<file path="src/rtl/mem_copy_engine_pkg.sv">
// Shared widths, state encoding and mode constants for the memory copy/fill engine.
package mem_copy_engine_pkg;

    localparam int ADDR_W = 5;
    localparam int DATA_W = 8;
    localparam int LEN_W  = ADDR_W + 1;

    localparam logic [LEN_W-1:0] MAX_LEN = LEN_W'(32);

    localparam logic MODE_COPY = 1'b0;
    localparam logic MODE_FILL = 1'b1;

    typedef enum logic [2:0] {
        IDLE,
        RD_ADDR,
        RD_CAP,
        WR,
        DONE
    } state_t;

    // Lengths beyond the memory size would revisit bytes, so they saturate at one full pass.
    function automatic logic [LEN_W-1:0] clamp_len(input logic [LEN_W-1:0] l);
        return (l > MAX_LEN) ? MAX_LEN : l;
    endfunction

endpackage

</file>
<file path="src/rtl/mem_copy_engine.sv">
// Bus initiator that copies or fills bytes in the data memory, one byte per
// read/capture/write sequence (copy) or one byte per cycle (fill).
module mem_copy_engine
    import mem_copy_engine_pkg::*;
(
    input  logic              clk,
    input  logic              rst,
    input  logic              start,
    input  logic              mode,
    input  logic [ADDR_W-1:0] src,
    input  logic [ADDR_W-1:0] dst,
    input  logic [LEN_W-1:0]  len,
    input  logic [DATA_W-1:0] fill_value,
    input  logic [DATA_W-1:0] read_data,
    output logic [ADDR_W-1:0] address,
    output logic [DATA_W-1:0] write_data,
    output logic              mem_write_sig,
    output logic              busy,
    output logic              done
);

    state_t state;
    state_t next_state;

    logic [ADDR_W-1:0] src_ptr;
    logic [ADDR_W-1:0] dst_ptr;
    logic [LEN_W-1:0]  remaining;
    logic              mode_reg;
    logic [DATA_W-1:0] fill_reg;
    logic [DATA_W-1:0] data_reg;
    logic [ADDR_W-1:0] last_address;
    logic [DATA_W-1:0] last_write_data;

    logic [LEN_W-1:0]  start_len;

    assign start_len = clamp_len(len);

    always_ff @(posedge clk or posedge rst) begin
        if (rst) begin
            state <= IDLE;
        end else begin
            state <= next_state;
        end
    end

    // The bus holds its last driven address/data in non-writing states, so the
    // previously driven values are kept as registers and used as the default.
    always_comb begin
        next_state    = state;
        address       = last_address;
        write_data    = last_write_data;
        mem_write_sig = 1'b0;
        case (state)
            IDLE: begin
                if (start) begin
                    if (start_len == '0) begin
                        next_state = DONE;
                    end else if (mode == MODE_COPY) begin
                        next_state = RD_ADDR;
                    end else begin
                        next_state = WR;
                    end
                end
            end
            RD_ADDR: begin
                address    = src_ptr;
                next_state = RD_CAP;
            end
            RD_CAP: begin
                address    = src_ptr;
                next_state = WR;
            end
            WR: begin
                address       = dst_ptr;
                write_data    = (mode_reg == MODE_FILL) ? fill_reg : data_reg;
                mem_write_sig = 1'b1;
                if (remaining == LEN_W'(1)) begin
                    next_state = DONE;
                end else if (mode_reg == MODE_COPY) begin
                    next_state = RD_ADDR;
                end else begin
                    next_state = WR;
                end
            end
            DONE: begin
                next_state = IDLE;
            end
            default: begin
                next_state = IDLE;
            end
        endcase
    end

    assign busy = (state != IDLE);
    assign done = (state == DONE);

    always_ff @(posedge clk or posedge rst) begin
        if (rst) begin
            src_ptr         <= '0;
            dst_ptr         <= '0;
            remaining       <= '0;
            mode_reg        <= MODE_COPY;
            fill_reg        <= '0;
            data_reg        <= '0;
            last_address    <= '0;
            last_write_data <= '0;
        end else begin
            last_address    <= address;
            last_write_data <= write_data;
            if (state == IDLE && start) begin
                src_ptr   <= src;
                dst_ptr   <= dst;
                remaining <= start_len;
                mode_reg  <= mode;
                fill_reg  <= fill_value;
            end
            if (state == RD_CAP) begin
                data_reg <= read_data;
            end
            // Pointers wrap naturally at the address width.
            if (state == WR) begin
                src_ptr   <= src_ptr + ADDR_W'(1);
                dst_ptr   <= dst_ptr + ADDR_W'(1);
                remaining <= remaining - LEN_W'(1);
            end
        end
    end

endmodule

</file>
<file path="config.mk">
export PLATFORM = sky130hd
export DESIGN_NAME = mem_copy_engine
export DESIGN_NICKNAME = d
export VERILOG_FILES = /design/src/rtl/mem_copy_engine_pkg.sv /design/src/rtl/mem_copy_engine.sv
export SDC_FILE = /design/constraint.sdc
export NUM_CORES = 1
export LEC_CHECK = 0
export BUFFER_PORTS_ARGS = -buffer_cell sky130_fd_sc_hd__buf_2
export CAP_MARGIN = 5
export CORE_UTILIZATION = 44
export DETAILED_ROUTE_END_ITERATION = 6
export PLACE_DENSITY = 0.73
export SYNTH_ARGS = -nofsm -noshare
export SYNTH_HDL_FRONTEND = slang
export SYNTH_SLANG_ARGS = --single-unit
</file>
<file path="constraint.sdc">
create_clock -name clk -period 2.6 [get_ports clk]
set_clock_uncertainty 0.15 [all_clocks]
set_input_delay 0.52 -clock clk [delete_from_list [all_inputs] [get_ports clk]]
set_output_delay 0.52 -clock clk [all_outputs]
set_load 0.01 [all_outputs]
</file>
==> results by group <==
Timing
  • RSZ-0062 raised after global routing: false
  • Fmax achieved: 0.413 GHz
  • Period utilization: 93.2%
  • Rel. slew slack: 63.8%
  • Fin crit period: 2420 ps
  • Slew Viols, Final: 0
  • Setup TNS: 0 ps
  • Worst-margin pin slew: 539 ps
  • Setup-failing EPs final: 0
  • Fin. Hold Viols: 0

Min path
  • Hold Path Class: primary input to asynchronous set/reset pin

Critical path
  • CP max stage delay: 580 ps
  • FF-to-FF End: remaining[0]
  • Cell Chain, Critical Path: mux2_2 -> a22oi_1 -> o21ai_0 -> buf_2
  • CP arrival: 1750 ps
  • Max Fanout on Critical Path: 17
  • Crit-path slowest cell: dfrtp_2
  • CP required: 1930 ps
  • Startpoint types: flop
  • CP Class: flop to output port
  • Launch point of the worst reg-to-reg path: state[0]
  • Depth of the most critical reg-to-reg path: 3
  • Crit path capture type: output port
  • R2R Setup Slk: 520 ps

Detailed routing
  • Wire per inst: 14.6 microns
  • Via count: 1,945
  • Initial DRC Count: 93
  • Via density: 5.42
  • Post-DRT Antenna Nets: 0
  • DRC: 0
  • Total wire length: 5250 microns
  • Initial DRT Pass Iterations: 4

Synthesis
  • FFs w/ async S/R, synth: 100%
  • Post-synthesis average cell area: 10.4 sq um
  • Post-synth EDFFs: 0
  • Syn. warnings: 0
  • Top cells by area, synth: dfrtp_1, mux2_2, nand2_1, mux2i_1, o21ai_0
  • Seq/Total Area, Yosys: 50.3%
  • Register bit total from synthesis: 49
  • Synth cell count leaders: dfrtp_1, nand2_1, mux2_2
  • Gate Count Post-Synth: 234
  • Post-synth top area share: 50.3%
  • Mapped Area: 0.00244 sq mm
  • Yosys top cell by area: dfrtp_1
  • Most frequent cell after synthesis: dfrtp_1
  • Distinct cells, synth: 41
  • Main flop type after synthesis: dfrtp_1
  • Syn Nets: 274

Die
  • DIE HEIGHT: 76.5 microns
  • Num rows: 26
  • Die area: 0.00585 sq mm
  • Starting density of the core: 46.6%
  • Ports: 52
  • Core ar.: 0.00524 sq mm
  • Die W: 76.5 microns

Power and ir drop
  • Sequential cell fraction of total power: 40.2%
  • NetSw: 0.00149 W
  • Net Sw Frac: 40.4%
  • Clock power share: 13.3%
  • P_int: 0.00220 W
  • Logic gate share of total power: 46.5%
  • Leak: 1.38 nW
  • Power per cell area: 1270 mW/mm^2
  • Peak supply drop: 0.580 mV

Clock tree
  • Reg clk slew, reported paths: 100 ps
  • Setup Fix Bufs, Post-CTS: 0
  • CTS buffer count: 5
  • Longest Clk Path Bufs: 2
  • Root Buffer: clkbuf_8
  • Clock Sinks: 49
  • Post-cts resize count: 0
  • CTS tree: yes
  • CTS Hold Bufs: 0
  • Clk_lat worst skew: 310 ps
  • CTS H-tree depth: 2

Placed design
  • Number of port buffers: 51
  • Final HPWL DP: 3820 microns
  • GP Congestion: 0.785
  • DP Cell Count: 351

Global route
  • Initial antenna violation count: 0
  • Vias in the first global route: 1,935
  • First-pass GRT wire length: 9100 microns
  • Largest net degree at the start of global routing: 21
  • Global route overflow: 0
  • Gr usage total: 19.9%

Finish
  • Synthesis-to-layout area growth: 18.8%
  • Nets@finish: 328
  • Layout cells sized above 1: 34.3%
  • Diode count: 0
  • Fin cells: 359

Flow run
  • Max-cap violations: 0

Run status
  • Status: finished, final reports clean
## layer usage
layer | part of all wire, % | vias up | GRT usage (%)
met2 | 48 | 41 | 33.0
li1 | - | 953 | -
met5 | 0 | - | 0
met4 | 2.3 | 0 | 8.46
met1 | 47 | 941 | 25.4
met3 | 3.1 | 10 | 3.83
## layout make-up
cell class	count	area [sq um]
fillers	474	2340
flip-flops and latches	49	1230
multi-input cells	157	1100
repair buffers	61	330
well taps	70	87.6
clock buffers	5	68.8
inverters	14	52.6
clock inverters	3	28.8
## placed cells by master, fill, tap and decap left out, types with 4 or more instances in the layout
master,count
nor2_1,10
dfrtp_1,48
o221a_2,4
buf_2,51
mux2_2,18
a221o_1,6
o21ai_0,14
a311oi_1,4
a22oi_1,4
buf_4,10
nand2_1,39
and3_1,4
mux2i_1,8
nor3_1,8
nand3_1,7
ha_1,4
clkbuf_8,5
inv_1,13
## power groups by stage
stage / clock [W] / combinational [W] / sequential, W
4_1_cts: 0.000506 / 0.00173 / 0.00147
3_3_place_gp: 0 / 0.00168 / 0.00148
2_1_floorplan: 0 / 0.00135 / 0.00133
6_report: 0.000489 / 0.00171 / 0.00148
3_5_place_dp: 0 / 0.00172 / 0.00149
5_1_grt: 0.000534 / 0.00194 / 0.00153
## cells by family after synthesis
logic type      after synthesis  share of synthesized area (%)
buf+inv                      28                           5.23
flops                        49                           50.3
xor+xnor                      1                          0.359
mux                          26                           11.6
fa+ha+maj                     4                           2.05
simple gates                 78                           15.5
compound gates               48                           15.0
## worst max-delay path by stage
stage                         from             to  slack (ps)  cells after the start
final                     state[1]     address[3]         180                      4
after detailed placement  state[1]     src_ptr[3]         320                      5
after global routing      state[1]     address[2]          30                      4
after CTS                 state[1]  write_data[3]          10                      3
after floorplan           state[1]     address[0]         470                      5
after global placement    state[1]     src_ptr[3]         370                      5
## metrics by stage
| stage | setup WS, ps | power [W] | hold slack, ps | cell area [sq um] | util, % |
|---|---|---|---|---|---|
| after global placement | 368 | 0.00316 | 308 | 2790 | 53.3 |
| after floorplan | 470 | 0.00267 | 295 | 2440 | - |
| after global routing | 34.8 | 0.00400 | 47.4 | 2900 | 55.4 |
| final | 177 | 0.00368 | 26.7 | 2900 | 55.4 |
| after CTS | 10.5 | 0.00371 | 34.2 | 2890 | 55.2 |
| after detailed placement | 316 | 0.00321 | 313 | 2790 | 53.3 |
## worst max-delay path, delay by kind of cell (launching register included)
kind            cells  cell delay (ps)
flops               1              580
compound gates      2              320
mux                 1              380
buf+inv             1              160
Note: power is estimated with default switching activity, not from simulation.
